**src/rtl/mem_io_responder_if.sv**
```systemverilog
// Request/response bus between the LC-3 datapath memory port and the responder.
// The initiator drives the request side; the responder returns registered data and status.
interface mem_io_responder_if;
   localparam int unsigned DATA_W = 16;

   logic              Req;
   logic              WE;
   logic [DATA_W-1:0] Addr;
   logic [DATA_W-1:0] WData;
   logic [DATA_W-1:0] RData;
   logic              Ready;
   logic              Busy;

   modport master (
      output Req, WE, Addr, WData,
      input  RData, Ready, Busy
   );

   modport slave (
      input  Req, WE, Addr, WData,
      output RData, Ready, Busy
   );
endinterface

```
**src/rtl/mem_io_responder.sv**
```systemverilog
// Memory-side responder: word RAM plus one memory-mapped I/O word (switches in, hex display out),
// with configurable wait states and a four-phase Req/Ready handshake.
module mem_io_responder #(
   parameter int unsigned ADDR_BITS   = 8,
   parameter int unsigned WAIT_CYCLES = 2,
   parameter logic [15:0] IO_ADDR     = 16'hFFFF
) (
   input  logic               Clk,
   input  logic               Reset_n,
   mem_io_responder_if.slave  bus,
   input  logic [15:0]        Switches,
   output logic [15:0]        Hex_Out
);
   localparam int unsigned DATA_W = 16;
   localparam int unsigned CNT_W  = 4;
   localparam int unsigned DEPTH  = 1 << ADDR_BITS;

   typedef enum logic [1:0] {IDLE, WAIT, RESP} state_e;

   state_e              state_q, state_d;
   logic [CNT_W-1:0]    cnt_q, cnt_d;
   logic [DATA_W-1:0]   addr_q, addr_d;
   logic                we_q, we_d;
   logic [DATA_W-1:0]   wdata_q, wdata_d;
   logic [DATA_W-1:0]   rdata_q, rdata_d;
   logic [DATA_W-1:0]   hex_q, hex_d;
   logic                ready_q, ready_d;
   logic                busy_q, busy_d;

   logic                is_io_c;
   logic                ram_we_c;
   logic [ADDR_BITS-1:0] ram_idx_c;

   // Storage is intentionally not reset; contents are undefined until written.
   logic [DATA_W-1:0]   ram_q [DEPTH];

   // The I/O word shadows its RAM alias, so decode on the full latched address.
   assign is_io_c   = (addr_q == IO_ADDR);
   assign ram_idx_c = addr_q[ADDR_BITS-1:0];

   // State and output registers.
   always_ff @(posedge Clk or negedge Reset_n) begin
      if (!Reset_n) begin
         state_q <= IDLE;
         cnt_q   <= '0;
         addr_q  <= '0;
         we_q    <= 1'b0;
         wdata_q <= '0;
         rdata_q <= '0;
         hex_q   <= '0;
         ready_q <= 1'b0;
         busy_q  <= 1'b0;
      end else begin
         state_q <= state_d;
         cnt_q   <= cnt_d;
         addr_q  <= addr_d;
         we_q    <= we_d;
         wdata_q <= wdata_d;
         rdata_q <= rdata_d;
         hex_q   <= hex_d;
         ready_q <= ready_d;
         busy_q  <= busy_d;
      end
   end

   // Next-state, access and output decode.
   always_comb begin
      state_d  = state_q;
      cnt_d    = cnt_q;
      addr_d   = addr_q;
      we_d     = we_q;
      wdata_d  = wdata_q;
      rdata_d  = rdata_q;
      hex_d    = hex_q;
      ram_we_c = 1'b0;

      unique case (state_q)
         IDLE: begin
            if (bus.Req) begin
               addr_d  = bus.Addr;
               we_d    = bus.WE;
               wdata_d = bus.WData;
               cnt_d   = CNT_W'(WAIT_CYCLES);
               state_d = WAIT;
            end
         end
         WAIT: begin
            if (cnt_q != '0) begin
               cnt_d = cnt_q - CNT_W'(1);
            end else begin
               // Access uses only the latched request; writes leave RData alone.
               if (we_q) begin
                  if (is_io_c) hex_d    = wdata_q;
                  else         ram_we_c = 1'b1;
               end else begin
                  rdata_d = is_io_c ? Switches : ram_q[ram_idx_c];
               end
               state_d = RESP;
            end
         end
         RESP: begin
            if (!bus.Req) state_d = IDLE;
         end
         default: state_d = IDLE;
      endcase

      ready_d = (state_d == RESP);
      busy_d  = (state_d != IDLE);
   end

   // RAM write port; only reachable from WAIT, so an async reset cancels a pending write.
   always_ff @(posedge Clk) begin
      if (ram_we_c) ram_q[ram_idx_c] <= wdata_q;
   end

   assign bus.RData = rdata_q;
   assign bus.Ready = ready_q;
   assign bus.Busy  = busy_q;
   assign Hex_Out   = hex_q;

endmodule

```
**src/flat_wrapper.sv**
```systemverilog
// flat-port wrapper written by rule: the top's interface ports become plain ports
module mem_io_responder_flat 
#(
   parameter int unsigned ADDR_BITS   = 8,
   parameter int unsigned WAIT_CYCLES = 2,
   parameter logic [15:0] IO_ADDR     = 16'hFFFF
)
  (Clk, Reset_n, Switches, Hex_Out, bus_Req, bus_WE, bus_Addr, bus_WData, bus_RData, bus_Ready, bus_Busy);
  mem_io_responder_if bus_i ();
  input  logic Clk;
  input  logic Reset_n;
  input  logic [15:0] Switches;
  output logic [15:0] Hex_Out;
  input wire logic [$bits(bus_i.Req)-1:0] bus_Req;
  input wire logic [$bits(bus_i.WE)-1:0] bus_WE;
  input wire logic [$bits(bus_i.Addr)-1:0] bus_Addr;
  input wire logic [$bits(bus_i.WData)-1:0] bus_WData;
  output wire logic [$bits(bus_i.RData)-1:0] bus_RData;
  output wire logic [$bits(bus_i.Ready)-1:0] bus_Ready;
  output wire logic [$bits(bus_i.Busy)-1:0] bus_Busy;
  assign bus_i.Req = bus_Req;
  assign bus_i.WE = bus_WE;
  assign bus_i.Addr = bus_Addr;
  assign bus_i.WData = bus_WData;
  assign bus_RData = bus_i.RData;
  assign bus_Ready = bus_i.Ready;
  assign bus_Busy = bus_i.Busy;
  mem_io_responder #(.ADDR_BITS(ADDR_BITS), .WAIT_CYCLES(WAIT_CYCLES), .IO_ADDR(IO_ADDR)) u_core (.Clk(Clk), .Reset_n(Reset_n), .bus(bus_i), .Switches(Switches), .Hex_Out(Hex_Out));
endmodule
```
**config.mk**
```make
export PLATFORM = sky130hd
export DESIGN_NAME = mem_io_responder_flat
export DESIGN_NICKNAME = d
export VERILOG_FILES = /design/src/rtl/mem_io_responder_if.sv /design/src/rtl/mem_io_responder.sv /design/src/flat_wrapper.sv
export SDC_FILE = /design/constraint.sdc
export NUM_CORES = 2
export LEC_CHECK = 0
export CAP_MARGIN = 20
export CORE_UTILIZATION = 30
export CTS_CLUSTER_SIZE = 20
export DETAILED_ROUTE_END_ITERATION = 10
export PLACE_DENSITY_LB_ADDON = 0.3
export SYNTH_ARGS = -nofsm -noshare
export SYNTH_HDL_FRONTEND = slang
export SYNTH_SLANG_ARGS = --single-unit
```
**constraint.sdc**
```tcl
create_clock -name Clk -period 5.4 [get_ports Clk]
set_clock_uncertainty 0.15 [all_clocks]
set_input_delay 0.54 -clock Clk [delete_from_list [all_inputs] [get_ports Clk]]
set_output_delay 0.54 -clock Clk [all_outputs]
set_load 0.1 [all_outputs]
```
[After elaboration in Yosys (flattened, before gate mapping)]
Memory sizes are Yosys's and may differ from the RTL's.
Cells that the tools add are included.
Storage, ports and cells
  register bits: 73
  latch bits: 0
  RAM bits: 4096
  memory bits (read-only): 0
  input port bits: 52
  output and inout bits: 34
  word-level logic and storage cells: 41
  memories kept: 1
Operators by class
  add/subtract/negate cells: 1
  multiply operators: 0
  divide/modulo/power cells: 0
  order comparisons: 0
  equal/unequal tests: 6
  shift-type cells: 0
  muxes and demuxes: 14
  bitwise operators: 2
  reduce and logical (&&, ||, !) cells: 8
Memories
  u_core.ram_q: words 256, bits a word 16, read ports 1, clocked after Yosys merged registers in 0, write ports 1, RTL line mem_io_responder.sv:35  | logic [DATA_W-1:0] ram_q [DEPTH];
Operators with widths (number)
  $eq 16x16->1 const B: 1
  $mux 16: 1
  $mux 4: 2
  $pmux 4 s2: 1
  $mux 1: 6
  $mux 2: 3
  $pmux 2 s3: 1
  $reduce_and 3->1: 2
  $eq 2x2->1 const B: 2
  $reduce_and 4->1: 1
  $reduce_bool 2->1: 2
  $reduce_bool 4->1: 1
  $sub 4x1->4 const B: 1
  $eq 2x1->1 const B: 1
  $logic_not 2->1: 1
  $ne 2x1->1 const B: 1
  $ne 2x2->1 const B: 1
  $not 1->1: 2
  $reduce_and 2->1: 1

[Logic depth before layout (Yosys ltp)]
  depth in word-level cells: 7
  gate-level depth with buffers: 13
  mapped depth without buffers: 9

[Worst setup path after synthesis]
OpenSTA, ideal clock, no wires.
  path type: reg2reg
  start: register u_core.wdata_q[0]
  end: memory u_core.ram_q[0][0] (data pin)
  setup time: 0.805 ns
  arrival: 3.191 ns
  required time: 4.445 ns
  setup slack: 1.254 ns
  stages on the path, launching flop included: 1
  path buffers: 0
  clock period less this slack: 4.146 ns
  cell sequence: dfrtp_1
RTL lines
  from (decl): RTL line mem_io_responder.sv:24  | logic [DATA_W-1:0] wdata_q, wdata_d;
  from (signal assigned): RTL line mem_io_responder.sv:58  | wdata_q <= wdata_d;
  to (decl): RTL line mem_io_responder.sv:35
No word-level cell before the write port.

[Final worst setup path]
  start: register u_core.addr_q[0]
  end: register u_core.rdata_q[12] (netlist: u_core.bus.RData[12])
Between the ends
  longest elaborated chain between the ends: 2
  elaborated cells between the ends (all ways): 3
  those cells by class: eq/ne (1); mux (1); memory (1)
Ends and longest elaborated chain
  from (decl): RTL line mem_io_responder.sv:22  | logic [DATA_W-1:0] addr_q, addr_d;
  from (signal assigned): RTL line mem_io_responder.sv:56  | addr_q <= addr_d;
  $mem_v2 256x16 / $eq 16x16->1 (equally long branches)
  $mux 16 *: RTL line mem_io_responder.sv:96  | rdata_d = is_io_c ? Switches : ram_q[ram_idx_c];
  to (signal assigned): RTL line mem_io_responder.sv:59  | rdata_q <= rdata_d;
  to (decl): RTL line mem_io_responder.sv:25  | logic [DATA_W-1:0] rdata_q, rdata_d;
Every way passes the cells marked *; elsewhere a longest branch is shown, timed or not.
A chain may end at the register's enable or synchronous reset.

==> summary.txt <==
Worst path max stage delay: 0.99 ns
data required time at the worst endpoint: 6.05 ns
Via density: 5.16
number of flops mapped to enable cells by yosys: 4096
via total after detailed routing: 76280
capturing element of the worst setup path: u_core.bus.RData[12]
clock latency on the worst-skew pair: 1.00 ns
utilization after layout: 0.350
CP Data Arrival Time: 5.21 ns
number of pins exceeding their max-slew limit in the final report: 0
Comb power frac: 0.293
transition time at the pin with the least slew margin: 1.40 ns
fraction of the mapped netlist area in adder cells: 0.0000784
setup repair after global routing missed its margin: false
vias in the first global route: 77073
fill cell count: 48265
CTS clk-pin slew, worst paths: 0.06 ns
num ports: 86
multiplexer share of the synthesized area: 0.174
largest family of logic cells by synthesized area: multiplexers
share of post-route cells with drive strength above 1: 0.298
CTS max path bufs: 4
root buffer cell: clkbuf_16
worst min path class: primary input to register
post-layout min period: 4.56 ns
area of combinational cells with multiple inputs: 0.0327 sq mm
Initial Utilization: 0.302
cell-by-cell trace of the critical path: buf_4 > buf_12 > mux4_2 > mux4_2 > a21oi_1 > a22o_1 > o21ai_1
cell depth of the worst min-delay path: 2
Placement Rows: 267
highest fanout seen on the critical path: 64
growth of design area from synthesis to finish: 16.1%
fraction of the mapped netlist area in compound gates: 0.0167
dominant register cell in the synthesized netlist: edfxtp_1
total power consumption of the routed design: 0.102 W
part of the power in the clock network: 0.286
start point of the critical path: u_core.addr_q[0]
area occupied by registers: 0.125 sq mm
number of setup violations in the final report: 0
switching portion of total power: 0.327
average cell area after synthesis: 23.4 sq um
number of nets in the layout: 7484
post-CTS repair timing setup buffer count: 0
GRT Overall Usage: 0.161
number of cells traversed by the worst register-to-register path: 7
first-pass iteration count of the detailed router: 5
antenna violations before repair: 20
launching point of the worst reg2reg path: u_core.addr_q[0]
Critical Setup Path Class: register to register
number of different library cells in the post-synthesis netlist: 56
post-synthesis share of cell area spent on and, or, nand and nor gates: 0.0135
ratio of total power to cell area: 547 mW/mm^2
total nets after synthesis: 6872
switching component of the power: 0.0332 W
Critical Path Most Common Cell: mux4_2
cell with the largest stage delay on the worst path: dfrtp_4
DRC viols: 0
Vert. Die Dim: 732 microns
TritonCTS clock tree: built
ratio of final minimum period to clock period: 0.844
status: complete, no violations
kind of start point of the critical path: register
total gr overflow: 0
DR WL/cell: 30.0 microns
proportion of power drawn by flip-flops and latches: 0.421
proportion of synthesized flip-flops having asynchronous set or reset: 0.0175
final-layout setup total negative slack: 0 ns
Setup crit end kind: register
H-Tree Level Count: 5
core area: 0.530 sq mm
largest voltage drop on the vdd net: 657 uV
post-detailed-routing wire length: 444 mm
top achievable clock speed: 219 MHz
Mapped Area: 0.160 sq mm
final hold vios: 0
total of flip-flops plus latches after synthesis: 4169
number of clock buffers inserted by TritonCTS: 412
reported leakage power: 57.1 nW
Port Buffers: 85
post-route antenna net violation count: 0
violation count after the first detailed-routing iteration: 8877
Internal Pwr Total: 0.0683 W
dpl hpwl: 260 mm
post-synthesis instance total: 6819
maximum number of pins on one net before global-route repair: 201
number of gates resized after cts: 0
max capacitance violation total: 0
GPL Wtd Cong: 0.825
minimum setup slack among reg-to-reg paths: 0.84 ns
Yosys warning total: 0
Die Area: 0.535 sq mm
parity-gate share of the synthesized area counting xor and xnor cells: 0.000110
slew margin rel.: 0.0651
endpoint of the worst register-to-register path: u_core.bus.RData[12]
sequential share of the synthesized area: 0.782
wire length of the first global-routing pass: 621 mm
# clock sinks: 4169
number of cells in the design after placement: 13983
horizontal extent of the die: 732 microns
Layout Cells excl Fill: 14790
==> through the flow <==
stage | setup slack [ns] | cell area, sq um | hold WS [ns]
floorplan | 1.25 | 160000 | 0.0944
global placement | 0.810 | 171000 | 0.341
detailed placement | 0.942 | 172000 | 0.346
CTS | 0.894 | 185000 | 0.00101
global route | 0.790 | 185000 | 0.0570
finish | 0.843 | 185000 | 0.0631
==> cells in the mapped netlist (all sizes together) (53+ instances only) <==
master | n | area (sq um)
a21oi | 53 | 265
a221oi | 55 | 482
a22oi | 131 | 983
buf | 274 | 1770
clkbuf | 121 | 458
dfrtp | 73 | 1830
edfxtp | 4096 | 123000
mux2i | 186 | 1860
mux4 | 1125 | 25300
nand2 | 93 | 349
nor2 | 281 | 1060
o21ai | 74 | 370
==> worst max-delay path: cells and delay by family (launching register included) <==
family	cells	cell delay (ns)
muxes	2	1.14
AOI/OAI and AO/OA	3	1.10
DFF	1	0.99
buffers and inverters	2	0.77
==> power by group through the flow <==
stage	logic (W)	clock network, W	registers, W
2_1_floorplan	0.0159	0	0.0453
3_3_place_gp	0.0298	0	0.0432
3_5_place_dp	0.0302	0	0.0433
4_1_cts	0.0303	0.0296	0.0426
5_1_grt	0.0312	0.0307	0.0427
6_report	0.0298	0.0291	0.0427
==> per-layer routing <==
layer | part of all wire | up-vias | global-route usage
li1 | - | 30428 | -
met1 | 0.42 | 42147 | 0.225
met2 | 0.47 | 3114 | 0.257
met3 | 0.078 | 585 | 0.0336
met4 | 0.030 | 6 | 0.0457
met5 | 0.000088 | - | 0
==> worst min path at each step <==
stage,slack [ns],endpoint,start
6_report,0.06,u_core.addr_q[4],bus_Addr[4]
5_1_grt,0.06,u_core.wdata_q[10],bus_WData[10]
4_1_cts,0.001,u_core.wdata_q[4],bus_WData[4]
3_5_place_dp,0.35,u_core.Hex_Out[0],u_core.Hex_Out[0]
3_3_place_gp,0.34,u_core.addr_q[12],u_core.addr_q[12]
2_1_floorplan,0.09,u_core.Hex_Out[0],Reset_n
==> registers in the layout, indices dropped and copies added (netlist names) <==
name	count
u_core.Hex_Out	16
u_core.addr_q	16
u_core.bus.Busy	1
u_core.bus.RData	16
u_core.bus.Ready	1
u_core.cnt_q	4
u_core.ram_q	4096
u_core.state_q	2
u_core.wdata_q	16
u_core.we_q	1
==> placed cells by master, fill, tap and decap left out, types with 9 or more instances in the layout <==
cell type,count
a21oi_1,53
a221oi_1,55
a22o_1,29
a22oi_1,131
and3_1,14
buf_12,50
buf_4,429
bufinv_16,52
clkbuf_1,71
clkbuf_16,418
clkdlybuf4s50_1,84
clkinv_1,94
clkinv_2,80
clkinvlp_4,18
dfrtp_1,51
dfrtp_4,21
diode_2,20
dlygate4sd3_1,25
edfxtp_1,4096
mux2_2,51
mux2i_1,186
mux4_2,1125
nand2_1,81
nand2_2,12
nand3_1,49
nor2_1,265
nor2_2,15
nor2b_1,9
o211ai_1,10
o21ai_0,50
o21ai_1,24
o22ai_1,17
==> repair_timing <==
item,in CTS,in global routing
endpoints found under the hold margin,96,0
hold buffers,26,0
endpoints found under the setup margin,0,0
==> area by class of cell <==
cell class / count / area share
Antenna cell: 20 / 0.000270
Clock buffer: 491 / 0.0580
Sequential cell: 4169 / 0.674
Tap cell: 6994 / 0.0472
Inverter: 5 / 0.000142
Timing Repair Buffer: 593 / 0.0290
Multi-Input combinational cell: 2250 / 0.177
Clock inverter: 268 / 0.0151
==> cell families after synthesis <==
logic type / after synthesis
AOI/OAI and AO/OA: 385
xor gates and xnor gates: 2
adders and majority gates: 1
buffers and inverters: 400
DFF: 4169
muxes: 1362
and+or+nand+nor: 500
No activity file was read; power rests on OpenSTA's default activity.
